File: config.mk
export PLATFORM = sky130hd
export DESIGN_NAME = qpsk_frame_scheduler_flat
export DESIGN_NICKNAME = d
export VERILOG_FILES = /design/src/rtl/qpsk_frame_scheduler_pkg.sv /design/src/rtl/qpsk_frame_scheduler_if.sv /design/src/rtl/qpsk_frame_scheduler_out_reg.sv /design/src/rtl/qpsk_frame_scheduler.sv /design/src/flat_wrapper.sv
export SDC_FILE = /design/constraint.sdc
export NUM_CORES = 1
export LEC_CHECK = 0
export CORE_ASPECT_RATIO = 0.7
export CORE_MARGIN = 2
export CORE_UTILIZATION = 35
export CTS_CLUSTER_DIAMETER = 60
export CTS_CLUSTER_SIZE = 20
export DETAILED_ROUTE_END_ITERATION = 16
export SLEW_MARGIN = 20
export SYNTH_ARGS = -nofsm -noshare
export SYNTH_HDL_FRONTEND = slang
export SYNTH_HIERARCHICAL = 1
export SYNTH_SLANG_ARGS = --single-unit
File: constraint.sdc
create_clock -name clk -period 14.55 [get_ports clk]
set_input_delay 3.6375 -clock clk [delete_from_list [all_inputs] [get_ports clk]]
set_output_delay 3.6375 -clock clk [all_outputs]
set_load 0.01 [all_outputs]
File: src/rtl/qpsk_frame_scheduler_pkg.sv
// Shared types and CRC helper for the QPSK frame scheduler.
// QPSK_FRAME_CRC_EN adds the CRC state to the state encoding.
package qpsk_frame_pkg;

  typedef enum logic [2:0] {
    ST_IDLE     = 3'd0,
    ST_PREAMBLE = 3'd1,
    ST_SYNC     = 3'd2,
    ST_PAYLOAD  = 3'd3,
`ifdef QPSK_FRAME_CRC_EN
    ST_CRC      = 3'd4,
`endif
    ST_GAP      = 3'd5
  } state_e;

  localparam logic [31:0] CRC32_POLY   = 32'h04C11DB7;
  localparam logic [31:0] CRC32_INIT   = 32'hFFFFFFFF;
  localparam logic [31:0] CRC32_XOROUT = 32'hFFFFFFFF;

  // Non-reflected CRC-32 advanced by one 32-bit word, data MSB first.
  function automatic logic [31:0] crc32_word(input logic [31:0] crc, input logic [31:0] data);
    logic [31:0] c;
    c = crc;
    for (int i = 31; i >= 0; i--) begin
      if (c[31] ^ data[i]) c = (c << 1) ^ CRC32_POLY;
      else                 c = c << 1;
    end
    return c;
  endfunction

endpackage

File: src/rtl/qpsk_frame_scheduler_if.sv
// Word stream between upstream, scheduler and QPSK converter.
// The slave side carries no tlast: payload framing is done by word count.
interface qpsk_frame_scheduler_if #(parameter int W = 32);
  logic [W-1:0] tdata;
  logic         tvalid;
  logic         tready;
  logic         tlast;

  modport master (output tdata, output tvalid, output tlast, input tready);
  modport slave  (input tdata, input tvalid, output tready);
endinterface

File: src/rtl/qpsk_frame_scheduler_out_reg.sv
// Single-slot registered output stage; holds its word while the sink stalls.
module qpsk_frame_out_reg (
  input  logic        clk,
  input  logic        reset_n,
  input  logic        load,
  input  logic [31:0] din,
  input  logic        din_last,
  input  logic        m_tready,
  output logic [31:0] m_tdata,
  output logic        m_tvalid,
  output logic        m_tlast,
  output logic        slot_free
);
  logic [31:0] tdata_p0;
  logic        vld_p0;
  logic        last_p0;

  assign slot_free = !vld_p0 || m_tready;
  assign m_tdata   = tdata_p0;
  assign m_tvalid  = vld_p0;
  assign m_tlast   = last_p0;

  // p0: output slot
  always_ff @(posedge clk or negedge reset_n) begin
    if (!reset_n) begin
      tdata_p0 <= '0;
      vld_p0   <= 1'b0;
      last_p0  <= 1'b0;
    end else if (slot_free) begin
      vld_p0  <= load;
      last_p0 <= load && din_last;
      if (load) tdata_p0 <= din;
    end
  end
endmodule

File: src/rtl/qpsk_frame_scheduler.sv
// Burst framer ahead of the QPSK converter: preamble, sync, payload, optional CRC, gap.
// Define QPSK_FRAME_CRC_EN to append a CRC-32 word after the payload.
module qpsk_frame_scheduler
  import qpsk_frame_pkg::*;
#(
  parameter int LEN_W      = 16,
  parameter int PRE_W      = 8,
  parameter int GAP_CYCLES = 32
) (
  input  logic                   clk,
  input  logic                   reset_n,
  input  logic                   cfg_enable,
  input  logic [PRE_W-1:0]       cfg_preamble_words,
  input  logic [31:0]            cfg_preamble,
  input  logic [31:0]            cfg_sync_word,
  input  logic [LEN_W-1:0]       cfg_payload_len,
  qpsk_frame_scheduler_if.slave  s_axis,
  qpsk_frame_scheduler_if.master m_axis,
  output logic                   busy,
  output logic [15:0]            frame_cnt,
  output logic                   underrun
);
  localparam int GAP_W = $clog2(GAP_CYCLES + 1);

  state_e           state_q, state_d;
  logic [LEN_W-1:0] cnt_q, cnt_d;
  logic [GAP_W-1:0] gap_q, gap_d;
  logic [PRE_W-1:0] pre_q;
  logic [LEN_W-1:0] len_q;
  logic [31:0]      pre_pat_q, sync_q;
  logic             slot_free, pay_hs, start, load, load_last, en_q;
  logic [31:0]      load_data;
`ifdef QPSK_FRAME_CRC_EN
  logic [31:0]      crc_q;
`endif

  assign s_axis.tready = (state_q == ST_PAYLOAD) && slot_free;
  assign pay_hs        = s_axis.tvalid && s_axis.tready;

  always_comb begin
    state_d   = state_q;
    cnt_d     = cnt_q;
    gap_d     = gap_q;
    start     = 1'b0;
    load      = 1'b0;
    load_last = 1'b0;
    load_data = pre_pat_q;
    case (state_q)
      ST_IDLE: if (cfg_enable) start = 1'b1;
      ST_PREAMBLE: if (slot_free) begin
        load = 1'b1;
        if (cnt_q == LEN_W'(pre_q) - LEN_W'(1)) begin
          cnt_d   = '0;
          state_d = ST_SYNC;
        end else begin
          cnt_d = cnt_q + LEN_W'(1);
        end
      end
      ST_SYNC: if (slot_free) begin
        load      = 1'b1;
        load_data = sync_q;
        cnt_d     = '0;
        if (len_q != '0) begin
          state_d = ST_PAYLOAD;
        end else begin
`ifdef QPSK_FRAME_CRC_EN
          state_d = ST_CRC;
`else
          load_last = 1'b1;
          state_d   = ST_GAP;
`endif
        end
      end
      ST_PAYLOAD: if (pay_hs) begin
        load      = 1'b1;
        load_data = s_axis.tdata;
        if (cnt_q == len_q - LEN_W'(1)) begin
          cnt_d = '0;
`ifdef QPSK_FRAME_CRC_EN
          state_d = ST_CRC;
`else
          load_last = 1'b1;
          state_d   = ST_GAP;
`endif
        end else begin
          cnt_d = cnt_q + LEN_W'(1);
        end
      end
`ifdef QPSK_FRAME_CRC_EN
      ST_CRC: if (slot_free) begin
        load      = 1'b1;
        load_data = crc_q ^ CRC32_XOROUT;
        load_last = 1'b1;
        state_d   = ST_GAP;
      end
`endif
      // Gap timing starts only once the final word has left the output slot.
      ST_GAP: if (!m_axis.tvalid) begin
        if (gap_q == GAP_W'(GAP_CYCLES - 1)) begin
          gap_d = '0;
          if (cfg_enable) start = 1'b1;
          else            state_d = ST_IDLE;
        end else begin
          gap_d = gap_q + GAP_W'(1);
        end
      end
      default: state_d = ST_IDLE;
    endcase
    if (start) begin
      state_d = (cfg_preamble_words != '0) ? ST_PREAMBLE : ST_SYNC;
      cnt_d   = '0;
    end
  end

  always_ff @(posedge clk or negedge reset_n) begin
    if (!reset_n) begin
      state_q   <= ST_IDLE;
      cnt_q     <= '0;
      gap_q     <= '0;
      en_q      <= 1'b0;
      busy      <= 1'b0;
      frame_cnt <= '0;
      underrun  <= 1'b0;
    end else begin
      state_q <= state_d;
      cnt_q   <= cnt_d;
      gap_q   <= gap_d;
      en_q    <= cfg_enable;
      busy    <= (state_d != ST_IDLE);
      if (m_axis.tvalid && m_axis.tready && m_axis.tlast) frame_cnt <= frame_cnt + 16'd1;
      if (state_q == ST_IDLE && cfg_enable && !en_q)
        underrun <= 1'b0;
      else if (state_q == ST_PAYLOAD && slot_free && !s_axis.tvalid)
        underrun <= 1'b1;
    end
  end

  // Frame configuration is frozen at frame start so mid-frame edits cannot corrupt it.
  always_ff @(posedge clk) begin
    if (start) begin
      pre_q     <= cfg_preamble_words;
      pre_pat_q <= cfg_preamble;
      sync_q    <= cfg_sync_word;
      len_q     <= cfg_payload_len;
    end
`ifdef QPSK_FRAME_CRC_EN
    if (start)       crc_q <= CRC32_INIT;
    else if (pay_hs) crc_q <= crc32_word(crc_q, s_axis.tdata);
`endif
  end

  qpsk_frame_out_reg u_out_reg (
    .clk       (clk),
    .reset_n   (reset_n),
    .load      (load),
    .din       (load_data),
    .din_last  (load_last),
    .m_tready  (m_axis.tready),
    .m_tdata   (m_axis.tdata),
    .m_tvalid  (m_axis.tvalid),
    .m_tlast   (m_axis.tlast),
    .slot_free (slot_free)
  );
endmodule

File: src/flat_wrapper.sv
// flat-port wrapper written by rule: the top's interface ports become plain ports
module qpsk_frame_scheduler_flat import qpsk_frame_pkg::*;
#(
  parameter int LEN_W      = 16,
  parameter int PRE_W      = 8,
  parameter int GAP_CYCLES = 32
)
  (clk, reset_n, cfg_enable, cfg_preamble_words, cfg_preamble, cfg_sync_word, cfg_payload_len, busy, frame_cnt, underrun, s_axis_tdata, s_axis_tvalid, s_axis_tready, m_axis_tdata, m_axis_tvalid, m_axis_tlast, m_axis_tready);
  qpsk_frame_scheduler_if s_axis_i ();
  qpsk_frame_scheduler_if m_axis_i ();
  input  logic clk;
  input  logic reset_n;
  input  logic cfg_enable;
  input  logic [PRE_W-1:0] cfg_preamble_words;
  input  logic [31:0] cfg_preamble;
  input  logic [31:0] cfg_sync_word;
  input  logic [LEN_W-1:0] cfg_payload_len;
  output logic busy;
  output logic [15:0] frame_cnt;
  output logic underrun;
  input wire logic [$bits(s_axis_i.tdata)-1:0] s_axis_tdata;
  input wire logic [$bits(s_axis_i.tvalid)-1:0] s_axis_tvalid;
  output wire logic [$bits(s_axis_i.tready)-1:0] s_axis_tready;
  output wire logic [$bits(m_axis_i.tdata)-1:0] m_axis_tdata;
  output wire logic [$bits(m_axis_i.tvalid)-1:0] m_axis_tvalid;
  output wire logic [$bits(m_axis_i.tlast)-1:0] m_axis_tlast;
  input wire logic [$bits(m_axis_i.tready)-1:0] m_axis_tready;
  assign s_axis_i.tdata = s_axis_tdata;
  assign s_axis_i.tvalid = s_axis_tvalid;
  assign s_axis_tready = s_axis_i.tready;
  assign m_axis_tdata = m_axis_i.tdata;
  assign m_axis_tvalid = m_axis_i.tvalid;
  assign m_axis_tlast = m_axis_i.tlast;
  assign m_axis_i.tready = m_axis_tready;
  qpsk_frame_scheduler #(.LEN_W(LEN_W), .PRE_W(PRE_W), .GAP_CYCLES(GAP_CYCLES)) u_core (.clk(clk), .reset_n(reset_n), .cfg_enable(cfg_enable), .cfg_preamble_words(cfg_preamble_words), .cfg_preamble(cfg_preamble), .cfg_sync_word(cfg_sync_word), .cfg_payload_len(cfg_payload_len), .s_axis(s_axis_i), .m_axis(m_axis_i), .busy(busy), .frame_cnt(frame_cnt), .underrun(underrun));
endmodule
Yosys cells after proc, flatten, opt, wreduce, memory -nomap -nowiden:

Index checks and enable logic that the tools add are counted.

* flip-flop bits (word level): 166
* latch bits: 0
* memory bits (writable): 0
* bits in read-only memories: 0
* bits of input ports: 125
* output and inout port bits: 53
* word-level logic and storage cells: 88
* memories kept: 0

* add/subtract/negate cells: 5
* multiply operators: 0
* div/mod/pow operators: 0
* order comparisons: 0
* equal/unequal tests: 10
* shifts and indexed selects: 0
* muxes and demuxes: 36
* bitwise logic cells: 1
* reductions and logical operators: 22

Operator list (count)
* two-way mux 16 bit: 6
* one-hot mux 32 bit (2 select lines): 1
* one-hot mux 16 bit (3 select lines): 1
* adder 16 x 1 -> 16 bit (second input constant): 2
* equality test 16 bit: 2
* two-way mux 32 bit: 1
* two-way mux 3 bit: 10
* nonzero test 16 bit: 1
* subtractor 16 x 1 -> 16 bit (second input constant): 1
* one-hot mux 3 bit (5 select lines): 1
* two-way mux 1 bit: 11
* inequality test 3 x 1 -> 1 bit (second input constant): 3
* subtractor 8 x 1 -> 9 bit (second input constant): 1
* logical AND 1 bit: 8
* nonzero test 8 bit: 1
* adder 6 x 1 -> 6 bit (second input constant): 1
* equality test 3 x 2 -> 1 bit (second input constant): 2
* equality test 6 x 5 -> 1 bit (second input constant): 1
* two-way mux 6 bit: 1
* one-hot mux 1 bit (2 select lines): 3
* AND reduction 2 bit: 2
* AND reduction 4 bit: 1
* nonzero test 4 bit: 1
* equality test 3 x 1 -> 1 bit (second input constant): 1
* 9 further kinds: 11

Depth between registers and ports, before layout:

Gate-level depths: netlist of the first run.

* depth in word-level cells: 8
* depth in mapped cells: 11

Cells and area by module:

The synthesis of the first run kept the hierarchy.

Modules (own cells, without submodules)
* qpsk_frame_scheduler: times used 1, cells an instance 543, area each 6521.3 µm²
* qpsk_frame_out_reg: times used 1, cells an instance 75, area each 1430.1 µm²

Worst setup path after synthesis of the first run:

No wires, ideal clock.

* path kind: input to register
* start: in cfg_enable
* end: reg u_core.cnt_q[0]
* library setup time: 130 ps
* arrival: 9294 ps
* required time: 14420 ps
* path slack: 5126 ps
* cell stages on the path: 4
* buffers on the path: 0
* path through: nand2b_1 -> a21oi_1 -> nor2_1 -> mux2_2

* word-level cells in the longest chain between the ends: 6
* elaborated cells on any way between the ends: 10
* classes of those cells: 3 x eq/ne; 5 x mux; 2 x reduce/logical

Ends and longest elaborated chain
* start: declaration: RTL line flat_wrapper.sv:13 `input logic cfg_enable;`
* two-way mux 1 bit (*): RTL line qpsk_frame_scheduler.sv:49, qpsk_frame_scheduler.sv:101
* two-way mux 1 bit: RTL line qpsk_frame_scheduler.sv:99 `if (gap_q == GAP_W'(GAP_CYCLES - 1)) begin`
* two-way mux 1 bit: RTL line qpsk_frame_scheduler.sv:98 `ST_GAP: if (!m_axis.tvalid) begin`
* one-hot mux 1 bit (2 select lines) (*): RTL line qpsk_frame_scheduler.sv:48 `case (state_q)`
* named net u_core.start: RTL line qpsk_frame_scheduler.sv:31 `logic slot_free, pay_hs, start, load, load_last, en_q;`
* inequality test 3 x 1 -> 1 bit (no line) / nonzero test 4 bit (equally long branches)
* AND reduction 4 bit (no line)
* end signal: assignment: RTL line qpsk_frame_scheduler.sv:126 `cnt_q <= cnt_d;`
* end: declaration: RTL line qpsk_frame_scheduler.sv:26 `logic [LEN_W-1:0] cnt_q, cnt_d;`

Mark *: on every way through the listed nets, which the timed path passes. The rest lies on a longest branch.
A chain may end at the register's enable or synchronous reset.

Worst setup path in the final report of the first run:

* start: in m_axis_tready
* end: out s_axis_tready

* word-level cells in the longest chain between the ends: 2

Ends and longest elaborated chain
* start: declaration: RTL line flat_wrapper.sv:27 `input wire logic [$bits(m_axis_i.tready)-1:0] m_axis_tready;`
* logical OR 1 bit: RTL line qpsk_frame_scheduler_out_reg.sv:18 `assign slot_free = !vld_p0 || m_tready;`
* named net u_core.slot_free: RTL line qpsk_frame_scheduler.sv:31
* logical AND 1 bit: RTL line qpsk_frame_scheduler.sv:37 `assign s_axis.tready = (state_q == ST_PAYLOAD) && slot_free;`
* end: declaration: RTL line flat_wrapper.sv:23 `output wire logic [$bits(s_axis_i.tready)-1:0] s_axis_tready;`

The timed path passes the listed nets, and every way through them passes these cells.

==> results of run 1 <==
==> worst register-to-register path, cell delays in order, from the launching register on <==
cell and delay (ns):
edfxtp_1 0.51, nor4_4 0.50, nand4_4 0.20, or4_1 0.44
a22oi_2 0.22, nand4_2 0.16, o311ai_4 0.76, a21oi_2 0.22
mux2_2 0.30
==> flip-flops by register name, summed over array words and instances (netlist names) <==
register and count:
u_core/u_out_reg/m_tdata 32, u_core/frame_cnt 16, u_core/sync_q 32, u_core/underrun 1
u_core/len_q 16, u_core/u_out_reg/m_tlast 1, u_core/gap_q 6, u_core/u_out_reg/m_tvalid 1
u_core/cnt_q 16, u_core/pre_pat_q 32, u_core/busy 1, u_core/pre_q 8
u_core/state_q 3, u_core/en_q 1
==> path summary, 6_finish.rpt <==
kind	start	depth (start not counted)	to	slack (ns)
max	m_axis_tready	5	s_axis_tready	5.68
min	u_core/frame_cnt[15]	1	u_core/frame_cnt[15]	0.48
max reg2reg	u_core/len_q[2]	8	u_core/cnt_q[0]	11.13
min reg2reg	u_core/frame_cnt[15]	1	u_core/frame_cnt[15]	0.48
max in group asynchronous	reset_n	2	u_core/frame_cnt[0]	10.40
min in group asynchronous	reset_n	1	u_core/u_out_reg/m_tdata[0]	3.07
==> routing by layer <==
layer | vias up | wire [um]
met5 | - | 0
li1 | 2675 | -
met1 | 2669 | 9150
met2 | 179 | 8200
met4 | 0 | 181
met3 | 9 | 1590
==> through the flow <==
stage / total power (uW) / utilization / area (um2)
CTS: 1630 / 0.472 / 10600
global route: 1690 / 0.473 / 10600
detailed placement: 1120 / 0.443 / 9940
global placement: 1120 / 0.443 / 9940
finish: 1610 / 0.473 / 10600
floorplan: 923 / - / 7950
==> layout by cell type (no fill, tap or decap), types with 19 or more instances in the layout <==
cell / Yosys / layout
clkdlybuf4s50_1: 0 / 176
edfxtp_1: 88 / 88
inv_1: 42 / 42
nor2_1: 21 / 19
nand2_1: 37 / 37
xnor2_1: 33 / 33
dfrtp_1: 78 / 78
mux2_4: 30 / 30
a222oi_1: 32 / 32
nand2b_1: 19 / 19
==> where the power goes <==
group	internal (uW)	leakage (uW)	switching (uW)	total, uW
Sequential	562	0.00177	63.7	625
Clock	312	0.000315	190	502
Combinational	269	0.00204	216	485
Total	1140	0.00413	470	1610
==> layout make-up <==
cell class	instances	area, um2
clock inverters	13	218
flip-flops and latches	166	4590
fillers	2006	11800
clock buffers	19	443
well taps	288	360
repair buffers	183	1810
multi-input cells	377	3020
inverters	42	158
==> kinds of logic (layout without fill, tap and decap cells) <==
group,count (synthesis),in the layout,synth area share
AO/OA/AOI/OAI,106,106,0.120
XOR/XNOR,45,45,0.0496
adder cells (fa/ha/maj),5,5,0.00787
buffers and inverters,75,257,0.0444
flip-flops,166,166,0.578
multiplexers,38,38,0.0680
AND/OR/NAND/NOR,183,183,0.133
==> summary.md, run 1 <==
| Metric | Value |
|---|---|
| Slowest cell on the critical path | `clkdlybuf4s50_1` |
| Async SR Flop Fraction | `0.470` |
| Cell family with most CP delay | `buffers and inverters` |
| Slew Viols, Final | `0` |
| Die W | `184 um` |
| Router iterations before antenna repair | `6` |
| Min-delay worst type | `flip-flop to flip-flop` |
| Non-filler cells, final | `1,088` |
| Number of global-route vias before repair | `5,438` |
| Site Rows | `46` |
| Max stage delay on crit path | `0.58 ns` |
| WS Path Type | `input pin to output port` |
| Gr usage total | `0.165` |
| Placed insts | `1,056` |
| TritonCTS clock tree | `yes` |
| Required time of the critical path | `10.91 ns` |
| RSZ-0062 raised after global routing | `no` |
| Startpoint types | `input pin` |
| Final WS setup | `5.68 ns` |
| Iter 0 DRT Violations | `449` |
| Hold Fails Final Rpt | `0` |
| Routed wire length | `19,100 um` |
| Area Growth Syn to Fin | `33.4%` |
| Pwr/cell area | `152 nW/um2` |
| Postcts setup bufs | `0` |
| WHS | `0.475 ns` |
| Synth top area cells | `edfxtp_1 (33%), dfrtp_1 (25%), mux2_4 (5.7%)` |
| Met2 usage | `0.240` |
| Post-synthesis sequential area ratio | `0.578` |
| H-tree levels | `4` |
| Crit path buffers/inverters | `2` |
| Setup_tns | `0 ns` |
| Max Clock Freq | `113 MHz` |
| Hold_buf cts | `0` |
| Final Wtd Congestion | `0.771` |
| Core Area | `22,400 um2` |
| Clock Sinks | `166` |
| M3 GR Usage | `0.0617` |
| Pleak | `0.00413 uW` |
| Flops & latches, synth | `166` |
| Critical Path AT | `5.23 ns` |
| Largest net degree at the start of global routing | `59` |
| Root Driver | `clkbuf_16` |
| Met1 Track Usage GR | `0.229` |
| Grt peak-use layer | `met2` |
| CP Cell Sequence | `clkdlybuf4s50_1 > nand2b_4 > nand2_1 > nor2_1 > clkdlybuf4s50_1` |
| Crit-path max FO | `10` |
| Tmin final | `8.87 ns` |
| Ant diodes | `0` |
| Post-CTS Resized | `0` |
| TritonCTS Buffers | `17` |
| Main synth FF type | `edfxtp_1` |
| Final Net Count | `917` |
| Syn Area/Cell | `12.9 um2` |
| Clock Latency Late Sink | `0.43 ns` |
| Clock tree buffer depth | `2` |
| IO Pins | `178` |
| Mapped cell area | `7950 um2` |
| DRC | `0` |
| Initial Utilization | `0.354` |
| Largest area contributor in the netlist | `edfxtp_1` |
| Vias per inst | `5.08` |
| Syn_nets | `748` |
| Setup Skew | `0.00962 ns` |
| Most used cell along the critical path | `clkdlybuf4s50_1` |
| Synth warnings | `6` |
| Outcome | `finished, final reports clean` |
| Most frequent cell after synthesis | `edfxtp_1` |
| Fin crit share | `0.610` |
| VDD IR-drop max | `0.0000854 V` |
| Mapped Cells | `618` |
| CP endpoint kind | `output port` |
| Die Ht | `130 um` |
| Max Cap Viol | `0` |
| Initial antenna violation count | `0` |
| Share of cells above drive strength 1 | `0.131` |
| Place WS | `5.67 ns` |
| DIE AREA | `24,000 um2` |
| Post-synth cell types | `67` |
| Final setup viols | `0` |
| Post-synth EDFFs | `88` |
| Slew headroom | `0.412` |
| Top-area cell type share of the netlist area | `0.332` |
| WL/cell | `17.6 um` |
| Top cells by count, synth | `edfxtp_1 (88), dfrtp_1 (78), inv_1 (42)` |
| GRT Residual Overflow | `0` |
| IO buf count | `177` |
| Clock transition at path regs | `0.06 ns` |
| Detail Placement HPWL | `13,200 um` |
| Routed Antenna Nets | `0` |
| Vias | `5,532` |
| First-pass GRT wire length | `29,700 um` |
| Worst slew pin tran | `0.881 ns` |
(Power assumes the default switching activity.)
==> run 2: changes to the inputs <==
clock period = 8.2 ns   (was 14.55 ns; I/O delays follow)
==> summary.md, run 2 (synthesized netlist as in run 1, its figures left out) <==
| Metric | Value |
|---|---|
| Outcome | `finished, final reports clean` |
| Clock Sinks | `166` |
| Die W | `184 um` |
| Slew Viols, Final | `0` |
| Max stage delay on crit path | `0.58 ns` |
| Reg2Reg Setup Slack | `4.75 ns` |
| Crit path buffers/inverters | `2` |
| Detail Placement HPWL | `13,400 um` |
| Area Growth Syn to Fin | `32.5%` |
| First-pass GRT wire length | `30,000 um` |
| IO buf count | `177` |
| WL/cell | `17.8 um` |
| WS Path Type | `input pin to output port` |
| Slowest cell on the critical path | `clkdlybuf4s50_1` |
| H-tree levels | `4` |
| Clock transition at path regs | `0.06 ns` |
| Commonest non-fill, non-tap cell in the layout | `clkdlybuf4s50_1` |
| Cell family with most CP delay | `buffers and inverters` |
| Most used cell along the critical path | `clkdlybuf4s50_1` |
| Max Cap Viol | `0` |
| Min-delay worst type | `flip-flop to flip-flop` |
| TritonCTS clock tree | `yes` |
| Crit-path max FO | `10` |
| Vias per inst | `5.01` |
| GRT Residual Overflow | `0` |
| Critical Path AT | `3.64 ns` |
| Ant diodes | `0` |
| Largest net degree at the start of global routing | `59` |
| Hold depth | `1` |
| DRC | `0` |
| Design Area, Final | `10,500 um2` |
| Hold_sp | `u_core/frame_cnt[15]` |
| Root Driver | `clkbuf_16` |
| IO Pins | `178` |
| Hold Fails Final Rpt | `0` |
| Site Rows | `46` |
| Pleak | `0.00409 uW` |
| Routed wire length | `19,400 um` |
| Final setup viols | `0` |
| Setup_tns | `0 ns` |
| TritonCTS Buffers | `17` |
| Gr usage total | `0.167` |
| Slew headroom | `0.403` |
| DIE AREA | `24,000 um2` |
| R2R cell count | `8` |
| Fin crit share | `0.694` |
| Core Area | `22,400 um2` |
| Postcts setup bufs | `0` |
| VDD IR-drop max | `0.000161 V` |
| Crit Reg-Reg Startpoint | `u_core/len_q[2]` |
| Routed Antenna Nets | `0` |
| Filler cell count | `2,006` |
| Number of global-route vias before repair | `5,403` |
| Final Wtd Congestion | `0.791` |
| RSZ-0062 raised after global routing | `no` |
| Tmin final | `5.69 ns` |
| Die Ht | `130 um` |
| CP endpoint kind | `output port` |
| Clock Latency Late Sink | `0.43 ns` |
| Placed cell area | `9940 um2` |
| Router iterations before antenna repair | `5` |
| Max Clock Freq | `176 MHz` |
| Pwr/cell area | `264 nW/um2` |
| Required time of the critical path | `6.15 ns` |
| Hold_buf cts | `0` |
| Worst Hold End | `u_core/frame_cnt[15]` |
| CP Cell Sequence | `clkdlybuf4s50_1 > nand2b_4 > nand2_1 > nor2_1 > clkdlybuf4s50_1` |
| Reg2reg end | `u_core/cnt_q[0]` |
| Clock tree buffer depth | `2` |
| Setup Skew | `0.00930 ns` |
| Worst slew pin tran | `0.893 ns` |
| Share of cells above drive strength 1 | `0.131` |
| Initial Utilization | `0.354` |
| Final Net Count | `917` |
| Iter 0 DRT Violations | `438` |
| Vias | `5,450` |
| Initial antenna violation count | `0` |
| Most frequent cells in the layout | `clkdlybuf4s50_1 (176), edfxtp_1 (88), dfrtp_1 (78), inv_1 (42), nand2_1 (37)` |
| Startpoint types | `input pin` |
| Post-CTS Resized | `0` |
## run 2: cell types whose count changed in the layout (fill, tap and decap cells not counted), sizes merged
cell and delta:
inv +1, bufinv -3, clkinvlp +1, clkinv +1
## run 2: area by class of cell
class                           instances  area (um2)  share of cell area
Multi-Input combinational cell        377        3020               0.287
Clock inverter                         13         145              0.0138
Tap cell                              288         360              0.0342
Sequential cell                       166        4590               0.436
Timing Repair Buffer                  183        1810               0.172
Inverter                               42         158              0.0150
Clock buffer                           19         443              0.0420
## run 2: power by group
group          leakage, uW  switching, uW  internal [uW]
sequential         0.00177            112            996
clock             0.000281            350            461
combinational      0.00204            383            478
## run 2: worst register-to-register path: cells and delay by family (launching register included)
family	cells	cell delay [ns]
and+or+nand+nor	4	1.27
AOI/OAI and AO/OA	3	1.23
DFF	1	0.51
muxes	1	0.31
## run 2: worst max path at each step
| stage | start | end | slack, ns | depth (start not counted) |
|---|---|---|---|---|
| CTS | m_axis_tready | s_axis_tready | 2.49 | 5 |
| detailed placement | m_axis_tready | s_axis_tready | 2.49 | 5 |
| finish | m_axis_tready | s_axis_tready | 2.51 | 5 |
| floorplan | cfg_enable | u_core/cnt_q[0] | 0.36 | 4 |
| global placement | m_axis_tready | s_axis_tready | 2.49 | 5 |
| global route | m_axis_tready | s_axis_tready | 2.45 | 5 |
## run 2: metal layers
metal	part of all wire	track usage	vias up
met5	0	0	-
met2	0.43	0.241	158
met4	0.0064	0.0466	0
met3	0.075	0.0642	7
li1	-	-	2677
met1	0.48	0.234	2608
## run 2: metrics by stage
stage / hold WS (ns) / setup slack (ns) / util / power (uW) / instances
2_1_floorplan: 0.455 / 0.364 / - / 1640 / 618
3_3_place_gp: 0.465 / 2.49 / 0.443 / 1980 / 1056
3_5_place_dp: 0.469 / 2.49 / 0.443 / 1990 / 1056
4_1_cts: 0.480 / 2.49 / 0.469 / 2820 / 1088
5_1_grt: 0.498 / 2.45 / 0.469 / 2930 / 1088
6_report: 0.474 / 2.51 / 0.469 / 2780 / 1088
